<file path="src/rtl/commit_trace_pkg.sv">
// Shared types for the commit trace monitor: record kinds, the trace record layout
// and the commit classification rule.
package commit_trace_pkg;

   localparam int PKG_DATA_W     = 16;
   localparam int PKG_REG_ADDR_W = 4;
   localparam int PKG_CNT_W      = 32;

   typedef enum logic [2:0] {
      KIND_NOP  = 3'd0,
      KIND_REG  = 3'd1,
      KIND_LD   = 3'd2,
      KIND_ST   = 3'd3,
      KIND_HALT = 3'd4
   } trace_kind_e;

   typedef struct packed {
      trace_kind_e                kind;
      logic [PKG_CNT_W-1:0]       inst_num;
      logic [PKG_DATA_W-1:0]      pc;
      logic [PKG_REG_ADDR_W-1:0]  reg_idx;
      logic [PKG_DATA_W-1:0]      value;
      logic [PKG_DATA_W-1:0]      addr;
   } trace_rec_t;

   // A load also writes a register, so it must be tested before plain reg-write.
   function automatic trace_kind_e classify_commit(
      input logic reg_write,
      input logic mem_read,
      input logic mem_write,
      input logic halt
   );
      if (reg_write && mem_read) return KIND_LD;
      if (reg_write)             return KIND_REG;
      if (halt)                  return KIND_HALT;
      if (mem_write)             return KIND_ST;
      return KIND_NOP;
   endfunction

endpackage

</file>
<file path="src/rtl/commit_trace_monitor_if.sv">
// Commit tap, trace drain and status bundle between the CPU side (master) and the
// monitor (slave). COMMIT_TRACE_BACKPRESSURE_EN adds the cpu_stall signal.
interface commit_trace_monitor_if
   import commit_trace_pkg::*;
#(
   parameter int DATA_W     = PKG_DATA_W,
   parameter int REG_ADDR_W = PKG_REG_ADDR_W,
   parameter int CNT_W      = PKG_CNT_W
) ();

   logic                  commit_valid;
   logic [DATA_W-1:0]     pc;
   logic [DATA_W-1:0]     inst;
   logic                  reg_write;
   logic [REG_ADDR_W-1:0] write_reg;
   logic [DATA_W-1:0]     write_data;
   logic                  mem_read;
   logic                  mem_write;
   logic [DATA_W-1:0]     mem_addr;
   logic [DATA_W-1:0]     mem_data;
   logic                  halt;

   logic                  trace_valid;
   logic                  trace_ready;
   trace_kind_e           trace_kind;
   logic [CNT_W-1:0]      trace_inst_num;
   logic [DATA_W-1:0]     trace_pc;
   logic [REG_ADDR_W-1:0] trace_reg;
   logic [DATA_W-1:0]     trace_value;
   logic [DATA_W-1:0]     trace_addr;

   logic [CNT_W-1:0]      inst_count;
   logic [CNT_W-1:0]      cycle_count;
   logic                  halted;
   logic                  timeout;
   logic                  overflow;

`ifdef COMMIT_TRACE_BACKPRESSURE_EN
   logic                  cpu_stall;

   modport master (
      output commit_valid, pc, inst, reg_write, write_reg, write_data,
             mem_read, mem_write, mem_addr, mem_data, halt, trace_ready,
      input  trace_valid, trace_kind, trace_inst_num, trace_pc, trace_reg,
             trace_value, trace_addr, inst_count, cycle_count, halted,
             timeout, overflow, cpu_stall
   );

   modport slave (
      input  commit_valid, pc, inst, reg_write, write_reg, write_data,
             mem_read, mem_write, mem_addr, mem_data, halt, trace_ready,
      output trace_valid, trace_kind, trace_inst_num, trace_pc, trace_reg,
             trace_value, trace_addr, inst_count, cycle_count, halted,
             timeout, overflow, cpu_stall
   );
`else
   modport master (
      output commit_valid, pc, inst, reg_write, write_reg, write_data,
             mem_read, mem_write, mem_addr, mem_data, halt, trace_ready,
      input  trace_valid, trace_kind, trace_inst_num, trace_pc, trace_reg,
             trace_value, trace_addr, inst_count, cycle_count, halted,
             timeout, overflow
   );

   modport slave (
      input  commit_valid, pc, inst, reg_write, write_reg, write_data,
             mem_read, mem_write, mem_addr, mem_data, halt, trace_ready,
      output trace_valid, trace_kind, trace_inst_num, trace_pc, trace_reg,
             trace_value, trace_addr, inst_count, cycle_count, halted,
             timeout, overflow
   );
`endif

endinterface

</file>
<file path="src/rtl/commit_trace_monitor_trace_fifo.sv">
// trace_fifo: synchronous FIFO with combinational head. A push while full only
// lands when a pop frees the slot in the same cycle.
module trace_fifo #(
   parameter int WIDTH = 8,
   parameter int DEPTH = 8,
   parameter int CW    = $clog2(DEPTH) + 1
) (
   input  logic             clk,
   input  logic             rst_n,
   input  logic             i_push,
   input  logic [WIDTH-1:0] i_data,
   input  logic             i_pop,
   output logic [WIDTH-1:0] o_data,
   output logic             o_full,
   output logic             o_empty,
   output logic [CW-1:0]    o_count
);

   localparam int AW = $clog2(DEPTH);

   logic [WIDTH-1:0] r_mem [DEPTH];
   logic [AW-1:0]    r_wr_ptr;
   logic [AW-1:0]    r_rd_ptr;
   logic [CW-1:0]    r_count;
   logic             w_push_ok;
   logic             w_pop_ok;

   assign o_full    = (r_count == CW'(DEPTH));
   assign o_empty   = (r_count == '0);
   assign o_count   = r_count;
   assign o_data    = r_mem[r_rd_ptr];
   assign w_pop_ok  = i_pop && !o_empty;
   assign w_push_ok = i_push && (!o_full || w_pop_ok);

   // NOTE: sequential state uses non-blocking assignments so every register samples
   // pre-edge values regardless of statement order.
   always_ff @(posedge clk or negedge rst_n) begin
      if (!rst_n) begin
         r_wr_ptr <= '0;
         r_rd_ptr <= '0;
         r_count  <= '0;
      end else begin
         if (w_push_ok) r_wr_ptr <= r_wr_ptr + 1'b1;
         if (w_pop_ok)  r_rd_ptr <= r_rd_ptr + 1'b1;
         r_count <= r_count + CW'(w_push_ok) - CW'(w_pop_ok);
      end
   end

   // NOTE: storage has no reset; stale entries are unreachable because the pointers
   // and occupancy are reset, and the consumer zeroes the head while empty.
   always_ff @(posedge clk) begin
      if (w_push_ok) r_mem[r_wr_ptr] <= i_data;
   end

endmodule

</file>
<file path="src/rtl/commit_trace_monitor.sv">
// commit_trace_monitor: classifies, numbers and queues committed instructions, with
// cycle/instruction counters, watchdog and overflow flag. Optional: COMMIT_TRACE_BACKPRESSURE_EN.
module commit_trace_monitor
   import commit_trace_pkg::*;
#(
   parameter int DATA_W         = PKG_DATA_W,
   parameter int REG_ADDR_W     = PKG_REG_ADDR_W,
   parameter int CNT_W          = PKG_CNT_W,
   parameter int FIFO_DEPTH     = 8,
   parameter int TIMEOUT_CYCLES = 100000
) (
   input logic              clk,
   input logic              rst_n,
   commit_trace_monitor_if.slave bus
);

   localparam int CW = $clog2(FIFO_DEPTH) + 1;

   logic [CNT_W-1:0] r_inst_count;
   logic [CNT_W-1:0] r_cycle_count;
   logic             r_halted;
   logic             r_timeout;
   logic             r_overflow;

   logic             w_accept;
   logic             w_pop;
   logic             w_full;
   logic             w_empty;
   logic [CW-1:0]    w_count;
   trace_kind_e      w_kind;
   trace_rec_t       w_rec;
   trace_rec_t       w_head;
   trace_rec_t       w_out;

   assign w_accept = bus.commit_valid && !r_halted && !r_timeout;
   assign w_pop    = bus.trace_ready && !w_empty;
   assign w_kind   = classify_commit(bus.reg_write, bus.mem_read, bus.mem_write, bus.halt);

   // NOTE: every field gets a default before the case so no latch is inferred.
   always_comb begin
      w_rec          = '0;
      w_rec.kind     = w_kind;
      w_rec.inst_num = r_inst_count;
      w_rec.pc       = bus.pc;
      case (w_kind)
         KIND_LD: begin
            w_rec.reg_idx = bus.write_reg;
            w_rec.value   = bus.write_data;
            w_rec.addr    = bus.mem_addr;
         end
         KIND_REG: begin
            w_rec.reg_idx = bus.write_reg;
            w_rec.value   = bus.write_data;
         end
         KIND_ST: begin
            w_rec.value = bus.mem_data;
            w_rec.addr  = bus.mem_addr;
         end
         default: ;
      endcase
   end

   trace_fifo #(
      .WIDTH ($bits(trace_rec_t)),
      .DEPTH (FIFO_DEPTH),
      .CW    (CW)
   ) u_fifo (
      .clk     (clk),
      .rst_n   (rst_n),
      .i_push  (w_accept),
      .i_data  (w_rec),
      .i_pop   (w_pop),
      .o_data  (w_head),
      .o_full  (w_full),
      .o_empty (w_empty),
      .o_count (w_count)
   );

   // Record outputs read as zero whenever nothing is queued.
   assign w_out = (w_count == '0) ? '0 : w_head;

   always_ff @(posedge clk or negedge rst_n) begin
      if (!rst_n) begin
         r_inst_count  <= '0;
         r_cycle_count <= '0;
         r_halted      <= 1'b0;
         r_timeout     <= 1'b0;
      end else begin
         if (!r_halted && !r_timeout) begin
            if (r_cycle_count != '1) r_cycle_count <= r_cycle_count + 1'b1;
            if (r_cycle_count == CNT_W'(TIMEOUT_CYCLES - 1)) r_timeout <= 1'b1;
         end
         if (w_accept) begin
            r_inst_count <= r_inst_count + 1'b1;
            if (w_kind == KIND_HALT) r_halted <= 1'b1;
         end
      end
   end

`ifdef COMMIT_TRACE_BACKPRESSURE_EN
   logic          r_cpu_stall;
   logic [CW-1:0] w_count_next;

   assign w_count_next = w_count + CW'(w_accept && (!w_full || w_pop)) - CW'(w_pop);

   always_ff @(posedge clk or negedge rst_n) begin
      if (!rst_n) begin
         r_cpu_stall <= 1'b0;
      end else begin
         r_cpu_stall <= (CW'(FIFO_DEPTH) - w_count_next) <= CW'(1);
      end
   end

   // The CPU is expected to honour cpu_stall; a commit into a full FIFO is a bug upstream.
   always_ff @(posedge clk) begin
      if (rst_n) assert (!(w_accept && w_full && !w_pop));
   end

   assign r_overflow    = 1'b0;
   assign bus.cpu_stall = r_cpu_stall;
`else
   always_ff @(posedge clk or negedge rst_n) begin
      if (!rst_n) begin
         r_overflow <= 1'b0;
      end else if (w_accept && w_full && !w_pop) begin
         r_overflow <= 1'b1;
      end
   end
`endif

   assign bus.trace_valid    = !w_empty;
   assign bus.trace_kind     = w_out.kind;
   assign bus.trace_inst_num = w_out.inst_num;
   assign bus.trace_pc       = w_out.pc;
   assign bus.trace_reg      = w_out.reg_idx;
   assign bus.trace_value    = w_out.value;
   assign bus.trace_addr     = w_out.addr;
   assign bus.inst_count     = r_inst_count;
   assign bus.cycle_count    = r_cycle_count;
   assign bus.halted         = r_halted;
   assign bus.timeout        = r_timeout;
   assign bus.overflow       = r_overflow;

endmodule
</file>
<file path="src/flat_wrapper.sv">
// flat-port wrapper written by rule: the top's interface ports become plain ports
module commit_trace_monitor_flat import commit_trace_pkg::*;
#(
   parameter int DATA_W         = PKG_DATA_W,
   parameter int REG_ADDR_W     = PKG_REG_ADDR_W,
   parameter int CNT_W          = PKG_CNT_W,
   parameter int FIFO_DEPTH     = 8,
   parameter int TIMEOUT_CYCLES = 100000
)
  (clk, rst_n, bus_commit_valid, bus_pc, bus_inst, bus_reg_write, bus_write_reg, bus_write_data, bus_mem_read, bus_mem_write, bus_mem_addr, bus_mem_data, bus_halt, bus_trace_ready, bus_trace_valid, bus_trace_kind, bus_trace_inst_num, bus_trace_pc, bus_trace_reg, bus_trace_value, bus_trace_addr, bus_inst_count, bus_cycle_count, bus_halted, bus_timeout, bus_overflow);
  commit_trace_monitor_if #(.DATA_W(DATA_W), .REG_ADDR_W(REG_ADDR_W), .CNT_W(CNT_W)) bus_i ();
  input logic clk;
  input logic rst_n;
  input wire logic [$bits(bus_i.commit_valid)-1:0] bus_commit_valid;
  input wire logic [$bits(bus_i.pc)-1:0] bus_pc;
  input wire logic [$bits(bus_i.inst)-1:0] bus_inst;
  input wire logic [$bits(bus_i.reg_write)-1:0] bus_reg_write;
  input wire logic [$bits(bus_i.write_reg)-1:0] bus_write_reg;
  input wire logic [$bits(bus_i.write_data)-1:0] bus_write_data;
  input wire logic [$bits(bus_i.mem_read)-1:0] bus_mem_read;
  input wire logic [$bits(bus_i.mem_write)-1:0] bus_mem_write;
  input wire logic [$bits(bus_i.mem_addr)-1:0] bus_mem_addr;
  input wire logic [$bits(bus_i.mem_data)-1:0] bus_mem_data;
  input wire logic [$bits(bus_i.halt)-1:0] bus_halt;
  input wire logic [$bits(bus_i.trace_ready)-1:0] bus_trace_ready;
  output wire logic [$bits(bus_i.trace_valid)-1:0] bus_trace_valid;
  output wire logic [$bits(bus_i.trace_kind)-1:0] bus_trace_kind;
  output wire logic [$bits(bus_i.trace_inst_num)-1:0] bus_trace_inst_num;
  output wire logic [$bits(bus_i.trace_pc)-1:0] bus_trace_pc;
  output wire logic [$bits(bus_i.trace_reg)-1:0] bus_trace_reg;
  output wire logic [$bits(bus_i.trace_value)-1:0] bus_trace_value;
  output wire logic [$bits(bus_i.trace_addr)-1:0] bus_trace_addr;
  output wire logic [$bits(bus_i.inst_count)-1:0] bus_inst_count;
  output wire logic [$bits(bus_i.cycle_count)-1:0] bus_cycle_count;
  output wire logic [$bits(bus_i.halted)-1:0] bus_halted;
  output wire logic [$bits(bus_i.timeout)-1:0] bus_timeout;
  output wire logic [$bits(bus_i.overflow)-1:0] bus_overflow;
  assign bus_i.commit_valid = bus_commit_valid;
  assign bus_i.pc = bus_pc;
  assign bus_i.inst = bus_inst;
  assign bus_i.reg_write = bus_reg_write;
  assign bus_i.write_reg = bus_write_reg;
  assign bus_i.write_data = bus_write_data;
  assign bus_i.mem_read = bus_mem_read;
  assign bus_i.mem_write = bus_mem_write;
  assign bus_i.mem_addr = bus_mem_addr;
  assign bus_i.mem_data = bus_mem_data;
  assign bus_i.halt = bus_halt;
  assign bus_i.trace_ready = bus_trace_ready;
  assign bus_trace_valid = bus_i.trace_valid;
  assign bus_trace_kind = bus_i.trace_kind;
  assign bus_trace_inst_num = bus_i.trace_inst_num;
  assign bus_trace_pc = bus_i.trace_pc;
  assign bus_trace_reg = bus_i.trace_reg;
  assign bus_trace_value = bus_i.trace_value;
  assign bus_trace_addr = bus_i.trace_addr;
  assign bus_inst_count = bus_i.inst_count;
  assign bus_cycle_count = bus_i.cycle_count;
  assign bus_halted = bus_i.halted;
  assign bus_timeout = bus_i.timeout;
  assign bus_overflow = bus_i.overflow;
  commit_trace_monitor #(.DATA_W(DATA_W), .REG_ADDR_W(REG_ADDR_W), .CNT_W(CNT_W), .FIFO_DEPTH(FIFO_DEPTH), .TIMEOUT_CYCLES(TIMEOUT_CYCLES)) u_core (.clk(clk), .rst_n(rst_n), .bus(bus_i));
endmodule
</file>
<file path="config.mk">
export PLATFORM = sky130hd
export DESIGN_NAME = commit_trace_monitor_flat
export DESIGN_NICKNAME = d
export VERILOG_FILES = /design/src/rtl/commit_trace_pkg.sv /design/src/rtl/commit_trace_monitor_if.sv /design/src/rtl/commit_trace_monitor_trace_fifo.sv /design/src/rtl/commit_trace_monitor.sv /design/src/flat_wrapper.sv
export SDC_FILE = /design/constraint.sdc
export NUM_CORES = 1
export LEC_CHECK = 0
export BUFFER_PORTS_ARGS = -buffer_cell sky130_fd_sc_hd__buf_2
export CORE_MARGIN = 10
export CORE_UTILIZATION = 60
export CTS_CLUSTER_SIZE = 10
export DETAILED_ROUTE_END_ITERATION = 16
export PLACE_DENSITY = 0.87
export SETUP_SLACK_MARGIN = 0.02
export SLEW_MARGIN = 20
export SYNTH_ARGS = -nofsm -noshare
export SYNTH_HDL_FRONTEND = slang
export SYNTH_HIERARCHICAL = 1
export SYNTH_SLANG_ARGS = --single-unit
</file>
<file path="constraint.sdc">
create_clock -name clk -period 20.4 [get_ports clk]
set_input_delay 4.08 -clock clk [delete_from_list [all_inputs] [get_ports clk]]
set_output_delay 4.08 -clock clk [all_outputs]
set_load 0.02 [all_outputs]
</file>
==> results by group <==
Drt
  • Routed length per instance: 26.7 um
  • DRT Pass-1 Iters: 5
  • Routed vias: 15,600
  • DRC Markers: 0
  • Via-per-instance ratio: 6.23
  • Initial drt markers: 1,348
  • ANT nets after route: 0
  • Final WL: 66.5 mm

Worst setup path
  • Cells along the critical path: buf_4 > mux4_2 > mux2_2 > nor2b_1 > buf_2
  • CP max stage delay: 1030 ps
  • WS Path Type: register to output port
  • Setup crit end kind: output port
  • Crit path arrival time: between 3000 and 4000 ps
  • CP max-delay cell: dfrtp_4
  • Required @ worst endpoint: 16,320 ps
  • Worst path bufs/invs: 2
  • Setup slack, reg-to-reg: 16,670 ps
  • Crit-path leading delay family: flip-flops
  • Crit path max fanout: a little over 60
  • Setup crit start kind: register

Final layout
  • Area added between synthesis and finish: 13.1%
  • Multi-input logic area: roughly 7600 um2
  • Sequential cell area: ~23,000 um2
  • Layout cells sized above 1: between 30% and 40%
  • Post-route cell area: 35,200 um2
  • Final net count: approximately 1,900
  • Fill cell count: 3,136

Clock tree
  • Clk slew on worst S/H paths: approximately 60 ps
  • Hold Buf Count CTS: 0
  • Root Buffer: clkbuf_16
  • Number of H-tree levels: 3
  • CTS Buffer Depth: 3
  • Post-cts sizing count: 0
  • CTS tree: built
  • CTS buffer count: 87
  • Clk sinks: 773
  • Skew-Pair Late Insertion Delay: between 600 and 700 ps
  • Post-CTS Setup Repair Bufs: 0

Synthesis
  • Ys async rst share: 9.96%
  • Syn nets: 1,633
  • Most common cell in the netlist: edfxtp_1
  • Ys Warns: 6
  • Number of distinct library cells after synthesis: 51
  • Cells after Synth: between 1,500 and 2,000
  • Synthesized flop and latch total: around 770
  • Seq/Total Area, Yosys: 73.4%
  • Top post-synthesis cells by area: edfxtp_1, mux4_2, dfrtp_1
  • Top cells by count, synth: edfxtp_1, mux4_2, mux2_2, nor2b_1, dfrtp_1
  • Yosys top cell by area: edfxtp_1
  • Yosys top cell area share: 67.2%
  • Mean Syn Cell Area: 20.3 um2
  • Mapped cell area: 31,100 um2
  • EDFF count, synth: 696
  • Most used DFF post-synth: edfxtp_1

Power and ir drop
  • Peak supply drop: a little under 0.08 mV
  • Combinational fraction of design power: 28.5%
  • P_sw: 1.32 mW
  • Sequential fraction of design power: 41.3%
  • Clock power share: 30.2%
  • Net Sw Frac: between 20% and 30%
  • Pwr Density: about 130 nW/um2
  • LEAKAGE: about 12 nW
  • Internal Power: 3.16 mW

Run status
  • Status: complete, no violations

Placement
  • Cell area after placement: 32,700 um2
  • GPL Wtd Cong: about 0.85
  • Post-DP HPWL: 35.9 mm
  • Port buffer count: 230

Floorplan
  • Die Height: 248 um
  • Initial Util: about three fifths
  • Area of the die: 61,300 um2
  • Chip width: 248 um
  • Top Ports: 247
  • CORE AREA: slightly above 50,000 um2
  • Standard-cell row count: 83

STA
  • Final worst-path cycle share: 37.7%
  • Least-Margin Pin Slew: 1100 ps
  • Setup TNS Final: 0 ps
  • Max Freq: 130 MHz
  • Rel. slew slack: between 20 and 30%
  • Min cycle time layout: 7690 ps
  • Final hold vios: 0
  • Setup Viol. Count Final: 0
  • RSZ-0062 raised after global routing: false
  • Worst Skew: 20.3 ps
  • Fin. max-slew vios: 0

Global route
  • First-pass GRT wire length: roughly 100 mm
  • Largest net degree at the start of global routing: 107
  • Initial antenna violation count: 2
  • Global-route usage over all layers: 22.0%
  • Vias in the first global route: roughly 16,000
  • Aggregate global routing overflow: 0

Flow run
  • Max cap viols: 0

Hold path
  • Hold Path Class: register to register
-- metrics by stage --
step                      instances  total power, mW  hold WS, ps  setup WS [ps]  util, %
after floorplan                1531             2.82          460           6710        -
after global placement         2369             3.15          478          13350     63.8
after detailed placement       2369             3.16          495          13340     63.8
after CTS                      2494             4.53          503          12630     68.5
after global routing           2495             4.67          541          12530     68.5
final                          2496             4.48          505          12710     68.5
-- metal layers --
layer,part of all wire [%],vias up,track usage (%),wire (um)
li1,-,6588,-,-
met1,39,8134,29.5,25800
met2,51,745,36.3,33800
met3,8.7,86,4.54,5760
met4,1.8,0,6.80,1170
met5,0,-,0,0
-- logic make-up after synthesis --
family / Yosys count / share of synthesized area (%)
DFF: 773 / 73.4
and+or+nand+nor: 274 / 5.32
muxes: 266 / 15.9
buffers and inverters: 111 / 2.17
xor gates and xnor gates: 68 / 1.92
AOI/OAI and AO/OA: 29 / 0.789
adders and majority gates: 10 / 0.427
-- registers in the layout, indices dropped and copies added (netlist names), 3 cells and up --
name	cells
u_core/bus.inst_count	32
u_core/u_fifo/o_count	4
u_core/bus.cycle_count	32
u_core/u_fifo/r_mem	696
u_core/u_fifo/r_wr_ptr	3
u_core/u_fifo/r_rd_ptr	3
-- layout by cell type, fill, tap and decap left out, types with 27 or more instances in the layout --
| cell | netlist | layout |
|---|---|---|
| clkbuf_16 | 0 | 89 |
| dfrtp_1 | 77 | 74 |
| mux2_2 | 91 | 91 |
| buf_4 | 32 | 27 |
| mux4_2 | 174 | 174 |
| nand2_1 | 36 | 36 |
| edfxtp_1 | 696 | 696 |
| nor2b_1 | 91 | 91 |
| buf_2 | 7 | 229 |
| clkbuf_1 | 30 | 31 |
| xnor2_1 | 53 | 53 |
-- cell type report --
type / instances / area share, %
antenna: 1 / 0.00712
clock buffer: 121 / 6.71
clock inverter: 4 / 0.0997
inverter: 12 / 0.128
multi-input combinational: 647 / 21.7
sequential: 773 / 65.0
tap: 680 / 2.42
timing repair buffer: 258 / 3.97
-- final timing paths --
check	startpoint	end	depth (start not counted)
max in group asynchronous	rst_n	u_core/bus.inst_count[0]	2
worst max-delay path	u_core/u_fifo/r_rd_ptr[2]	bus_trace_addr[15]	5
worst min register to register	u_core/u_fifo/r_wr_ptr[2]	u_core/u_fifo/r_wr_ptr[2]	1
min in group asynchronous	rst_n	u_core/bus.inst_count[24]	1
worst min-delay path	u_core/u_fifo/r_wr_ptr[2]	u_core/u_fifo/r_wr_ptr[2]	1
worst max register to register	u_core/u_fifo/o_count[2]	u_core/u_fifo/r_mem[2][48]	9
-- power by group through the flow --
stage	combinational (mW)	clock (mW)	sequential, mW
2_1_floorplan	1.01	0	1.81
3_3_place_gp	1.27	0	1.88
3_5_place_dp	1.28	0	1.88
4_1_cts	1.30	1.38	1.85
5_1_grt	1.37	1.44	1.86
6_report	1.28	1.35	1.85
Note: power is estimated with default switching activity, not from simulation.
